$ cat config.mk
export PLATFORM = sky130hd
export DESIGN_NAME = ws2811_frame_scheduler
export DESIGN_NICKNAME = d
export VERILOG_FILES = /design/src/rtl/ws2811_pkg.sv /design/src/rtl/ws2811_pulse_timer.sv /design/src/rtl/ws2811_frame_scheduler.sv
export SDC_FILE = /design/constraint.sdc
export NUM_CORES = 1
export LEC_CHECK = 0
export CAP_MARGIN = 20
export CELL_PAD_IN_SITES_DETAIL_PLACEMENT = 0
export CELL_PAD_IN_SITES_GLOBAL_PLACEMENT = 2
export CORE_MARGIN = 2
export CORE_UTILIZATION = 34
export CTS_BUF_LIST = sky130_fd_sc_hd__clkbuf_2 sky130_fd_sc_hd__clkbuf_4 sky130_fd_sc_hd__clkbuf_8
export DETAILED_ROUTE_END_ITERATION = 7
export GPL_TIMING_DRIVEN = 1
export PLACE_DENSITY_LB_ADDON = 0.08
export SETUP_SLACK_MARGIN = 0.15
export SYNTH_ARGS = -nofsm -noshare
export SYNTH_HDL_FRONTEND = slang
export SYNTH_SLANG_ARGS = --single-unit
export TNS_END_PERCENT = 1
$ cat constraint.sdc
create_clock -name clock -period 2.56 [get_ports clock]
set_clock_uncertainty 0.15 [all_clocks]
set_input_delay 0.512 -clock clock [delete_from_list [all_inputs] [get_ports clock]]
set_output_delay 0.512 -clock clock [all_outputs]
set_load 0.02 [all_outputs]
$ cat src/rtl/ws2811_pkg.sv
// Shared types and helpers for the WS2811 frame scheduler.
// Covers the FSM state type, the colour width and the GRB/RGB byte reorder.
package ws2811_pkg;

    localparam int unsigned WS2811_RGB_W = 24;

    typedef enum logic [2:0] {
        StIdle,
        StLatch,
        StSend,
        StGap,
        StAdvance
    } ws2811_sched_state_t;

    // rgb is {r,g,b}; WS2811 pixels expect {g,r,b} on the wire
    function automatic logic [WS2811_RGB_W-1:0] ws2811_reorder(
        input logic [WS2811_RGB_W-1:0] rgb,
        input logic                    grb_order
    );
        if (grb_order) begin
            return {rgb[15:8], rgb[23:16], rgb[7:0]};
        end
        return rgb;
    endfunction

endpackage

$ cat src/rtl/ws2811_pulse_timer.sv
// Loadable down-counter: load sets the count, it then decrements to zero and holds.
// done is high whenever the count is zero.
module ws2811_pulse_timer #(
    parameter int unsigned WIDTH = 8
) (
    input  logic             clock,
    input  logic             reset,
    input  logic             load,
    input  logic [WIDTH-1:0] load_value,
    output logic             done
);

    logic [WIDTH-1:0] cnt_q;

    always_ff @(posedge clock) begin
        if (reset) begin
            cnt_q <= '0;
        end else if (load) begin
            cnt_q <= load_value;
        end else if (cnt_q != '0) begin
            cnt_q <= cnt_q - 1'b1;
        end
    end

    assign done = (cnt_q == '0);

endmodule

$ cat src/rtl/ws2811_frame_scheduler.sv
// Frame sequencer for a WS2811 chain: latch one colour, send it to every LED,
// hold the line in latch for the gap, then step the wave provider.
module ws2811_frame_scheduler
    import ws2811_pkg::*;
#(
    parameter int unsigned NUM_LEDS          = 50,
    parameter int unsigned GAP_CYCLES        = 2800,
    parameter int unsigned ADVANCE_PER_FRAME = 1000,
    parameter bit          GRB_ORDER         = 1'b1
) (
    input  logic                    clock,
    input  logic                    reset,
    input  logic                    enable,
    input  logic [WS2811_RGB_W-1:0] rgb_in,
    input  logic                    pixel_ready,
    output logic                    pixel_valid,
    output logic [WS2811_RGB_W-1:0] pixel_data,
    output logic                    serial_reset,
    output logic                    advance,
    output logic                    frame_done,
    output logic                    busy
);

    localparam int unsigned GapW = $clog2(GAP_CYCLES);
    localparam int unsigned AdvW = $clog2(ADVANCE_PER_FRAME + 1);

    localparam logic [11:0]     LastLed = 12'(NUM_LEDS - 1);
    localparam logic [GapW-1:0] GapLoad = GapW'(GAP_CYCLES - 1);
    // The advance timer runs one cycle ahead so frame_done can be registered.
    localparam logic [AdvW-1:0] AdvLoad =
        AdvW'((ADVANCE_PER_FRAME >= 2) ? (ADVANCE_PER_FRAME - 2) : 0);

    ws2811_sched_state_t     state_q;
    logic [11:0]             led_cnt_q;
    logic [WS2811_RGB_W-1:0] colour_q;
    logic [WS2811_RGB_W-1:0] pixel_data_q;
    logic                    pixel_valid_q;
    logic                    serial_reset_q;
    logic                    advance_q;
    logic                    frame_done_q;
    logic                    busy_q;

    logic last_handshake;
    logic gap_load;
    logic gap_done;
    logic adv_load;
    logic adv_done;

    always_comb begin
        last_handshake = (state_q == StSend) && pixel_ready && (led_cnt_q == LastLed);
        gap_load       = last_handshake;
        adv_load       = (state_q == StGap) && gap_done && !serial_reset_q;
    end

    ws2811_pulse_timer #(
        .WIDTH (GapW)
    ) u_gap_timer (
        .clock      (clock),
        .reset      (reset),
        .load       (gap_load),
        .load_value (GapLoad),
        .done       (gap_done)
    );

    ws2811_pulse_timer #(
        .WIDTH (AdvW)
    ) u_adv_timer (
        .clock      (clock),
        .reset      (reset),
        .load       (adv_load),
        .load_value (AdvLoad),
        .done       (adv_done)
    );

    always_ff @(posedge clock) begin
        if (reset) begin
            state_q        <= StIdle;
            led_cnt_q      <= '0;
            colour_q       <= '0;
            pixel_data_q   <= '0;
            pixel_valid_q  <= 1'b0;
            serial_reset_q <= 1'b0;
            advance_q      <= 1'b0;
            frame_done_q   <= 1'b0;
            busy_q         <= 1'b0;
        end else begin
            unique case (state_q)
                StIdle: begin
                    if (enable) begin
                        state_q <= StLatch;
                        busy_q  <= 1'b1;
                    end
                end
                StLatch: begin
                    colour_q      <= rgb_in;
                    pixel_data_q  <= ws2811_reorder(rgb_in, GRB_ORDER);
                    led_cnt_q     <= '0;
                    pixel_valid_q <= 1'b1;
                    state_q       <= StSend;
                end
                StSend: begin
                    if (pixel_ready) begin
                        led_cnt_q <= led_cnt_q + 12'd1;
                        if (last_handshake) begin
                            pixel_valid_q  <= 1'b0;
                            pixel_data_q   <= '0;
                            serial_reset_q <= 1'b1;
                            state_q        <= StGap;
                        end else begin
                            pixel_data_q <= ws2811_reorder(colour_q, GRB_ORDER);
                        end
                    end
                end
                StGap: begin
                    // One released-line cycle after the latch window before advancing.
                    if (gap_done) begin
                        if (serial_reset_q) begin
                            serial_reset_q <= 1'b0;
                        end else begin
                            state_q      <= StAdvance;
                            advance_q    <= 1'b1;
                            frame_done_q <= (ADVANCE_PER_FRAME == 1);
                        end
                    end
                end
                StAdvance: begin
                    if (frame_done_q) begin
                        advance_q    <= 1'b0;
                        frame_done_q <= 1'b0;
                        if (enable) begin
                            state_q <= StLatch;
                        end else begin
                            state_q <= StIdle;
                            busy_q  <= 1'b0;
                        end
                    end else if (adv_done) begin
                        frame_done_q <= 1'b1;
                    end
                end
                default: begin
                    state_q <= StIdle;
                end
            endcase
        end
    end

    assign pixel_valid  = pixel_valid_q;
    assign pixel_data   = pixel_data_q;
    assign serial_reset = serial_reset_q;
    assign advance      = advance_q;
    assign frame_done   = frame_done_q;
    assign busy         = busy_q;

endmodule

==> flow_summary.json <==
{
  "critical_path.endpoint_type": "flop",
  "timing.critical_path.from_type": "flop",
  "power_per_standard_cell_area_nw_per_um2": 890.0,
  "route.vias.total": 3495,
  "clock_tree_from_tritoncts": "built",
  "syn-mean-instance-area_um2": 8.847,
  "synth_ff_type": "sky130_fd_sc_hd__dfxtp_1",
  "whs_path_depth": 2,
  "floorplan.initialDensity": 0.3453,
  "utilization": 0.4300,
  "number_of_antenna_violations_at_the_first_check_in_global_routing": 0,
  "number_of_nets_still_failing_antenna_checks_after_routing": 0,
  "cts_root_buffer": "sky130_fd_sc_hd__clkbuf_8",
  "holdCritPathClass": "reg -> reg",
  "synth_register_bits": 90,
  "placeableCoreArea_um2": 11270,
  "clock_transition_at_path_regs_ps": 90,
  "run_status": "complete, no violations",
  "drtIter0Drc": 266,
  "wire_length_of_the_first_global_routing_pass_um": 16480,
  "design.final.nets": 524,
  "timing.setup.tns_ps": 0,
  "hold_vio_cnt_final": 0,
  "floorplan.die_area_um2": 12320,
  "clock_tree.buffer_depth": 2,
  "cp_data_arrival_time_ps": 2400,
  "synth.lib_cells_used.distinct": 50,
  "average_wire_length_per_cell_after_detail_routing_um": 15.60,
  "hold-worst-slack_ps": 307.2,
  "slew_headroom": 0.6175,
  "syn_inst": 440,
  "n_fill_cell": 1141,
  "p_leak_nw": 1.654,
  "vdd.ir_drop.worst_v": 0.0004292,
  "inserted_clock_buffers": 9,
  "post-route-drc-count": 0,
  "routabilityCongestion": 0.7787,
  "clock_sinks": 90,
  "rsz0062_at_grt": "no",
  "timing.final.setup_violations": 0,
  "vias_in_the_first_global_route": 3255,
  "yosys_warnings": 0,
  "post-route-min-period_ps": 2303,
  "dieWidth_um": 111.0,
  "cts.htree.levels": 3,
  "dpl.hpwl_um": 6569,
  "drt_wl_total_um": 9984,
  "chipHeight_um": 111.0,
  "num_io_pins": 57,
  "worstPathRequired_ps": 2660,
  "via_per_inst": 5.461,
  "cp_max_fo": 23,
  "synth_enable_flop_cells": 0,
  "multi_input_area_um2": 1937,
  "mappedNetlistNets": 472,
  "async_flop_share": 0,
  "largest_net_degree_at_the_start_of_global_routing": 55,
  "grt.total_usage": 0.1664,
  "worst_slew_pin_slew_ps": 569.4,
  "n_antenna_cell": 0,
  "grt_overflow_total": 0,
  "worstRegToRegCells": 6,
  "layout.area.seq_um2": 1802,
  "max_cap_violations": 0,
  "synth_area_um2": 3892,
  "drt_pass1_iterations": 5,
  "worstSkewPairLatency_ps": 370,
  "area_growth_from_synthesis_to_layout_pct": 24.53,
  "finalMaxSlewViolations": 0,
  "type_of_the_setup_path_with_the_least_slack": "reg -> reg",
  "layout_cell_share_with_drive_strength_beyond_1": 0.1187,
  "timing.fmax_ghz": 0.4342,
  "part_of_the_yosys_area_used_for_sequential_elements": 0.4629,
  "num_rows": 39,
  "io_buffers": 56,
  "layout_worst_path_cycle_share": 0.8997
}
[timing repair]
action | CTS | global route
endpoints found under the setup margin | 0 | 17
buffers inserted | 0 | 0
hold buffers | 0 | 0
resized for setup | 0 | 1
endpoints found under the hold margin | 0 | 0
[worst max-delay path, stage by stage (launching register included)]
cell and delay [ps]:
sky130_fd_sc_hd__dfxtp_1 350, sky130_fd_sc_hd__inv_1 60, sky130_fd_sc_hd__ha_1 150, sky130_fd_sc_hd__or4b_4 510, sky130_fd_sc_hd__o31a_4 500, sky130_fd_sc_hd__a222oi_1 350
sky130_fd_sc_hd__nor2_1 90
[synthesized netlist by cell type, drive strengths merged (8+ instances only)]
master,number,area share
dfxtp,90,0.46
nand2,60,0.058
a21oi,41,0.053
nor2,39,0.038
clkbuf,24,0.023
a222oi,23,0.059
nor3,19,0.030
a211oi,12,0.023
inv,10,0.0096
mux2i,9,0.023
nor4,8,0.014
[worst paths after layout]
check / start / endpoint / slack (ps)
max: led_cnt_q[1] / pixel_data[5] / 260
min: colour_q[15] / colour_q[15] / 310
max reg2reg: led_cnt_q[1] / pixel_data[5] / 260
min reg2reg: colour_q[15] / colour_q[15] / 310
[cell usage in the layout (no fill, tap or decap), drive strengths merged, types with 3 or more instances in the layout]
cell,netlist,routed
nor4,8,8
dfxtp,90,90
or3b,4,4
nand2,60,60
clkdlybuf4s50,0,55
nand2b,6,6
a222oi,23,23
ha,4,4
a21oi,41,41
a31oi,7,7
o41ai,3,3
a211oi,12,12
clkinv,0,4
nor3,19,19
clkbuf,24,9
or3,7,7
nand4,4,4
xnor2,7,7
mux2i,9,9
nor2,39,39
nand3,7,7
or2,3,3
inv,10,12
and4,5,5
or4b,4,4
o31ai,4,4
buf,7,17
or4,6,6
o21ai,5,5
[cells by family after synthesis]
kind of cell	Yosys count	synth area share
simple gates	183	0.2494
compound gates	104	0.1874
flops	90	0.4629
buf+inv	41	0.04275
mux	11	0.02893
xor+xnor	7	0.01575
fa+ha+maj	4	0.01286
[sequential cells by signal, summed over array words and instances (netlist names)]
signal	count
state_q	3
pixel_data	24
colour_q	24
serial_reset	1
advance	1
u_gap_timer.cnt_q	12
pixel_valid	1
led_cnt_q	12
frame_done	1
busy	1
u_adv_timer.cnt_q	10
[where the power goes]
part | total, W | internal, W | switching (W)
Sequential | 0.00181 | 0.00161 | 0.000202
Combinational | 0.00153 | 0.000719 | 0.000807
Clock | 0.000976 | 0.000451 | 0.000525
Total | 0.00431 | 0.00278 | 0.00153
[per-layer routing]
layer	wire [um]	part of all wire	up-vias	global-route usage
met5	0	0	-	0
li1	-	-	1737	-
met4	118	0.012	0	0.04500
met2	4487	0.45	69	0.2593
met3	529	0.053	9	0.05960
met1	4848	0.49	1680	0.2191
[metrics by stage]
| stage | std cells | setup WS [ps] | power [W] | cell area, um2 |
|---|---|---|---|---|
| detailed placement | 624 | 33.53 | 0.003361 | 4648 |
| CTS | 640 | 202.5 | 0.004366 | 4840 |
| global route | 640 | 165.0 | 0.004627 | 4847 |
| global placement | 624 | 110.6 | 0.003346 | 4648 |
| floorplan | 440 | 389.9 | 0.002901 | 3892 |
| finish | 640 | 256.7 | 0.004314 | 4847 |
[cell type report]
type	count	share of cell area
clock buffer	9	0.02556
clock inverter	7	0.01394
inverter	10	0.007744
multi-input combinational	309	0.3996
sequential	90	0.3717
tap	143	0.03691
timing repair buffer	72	0.1446
Note: power is estimated with default switching activity, not from simulation.
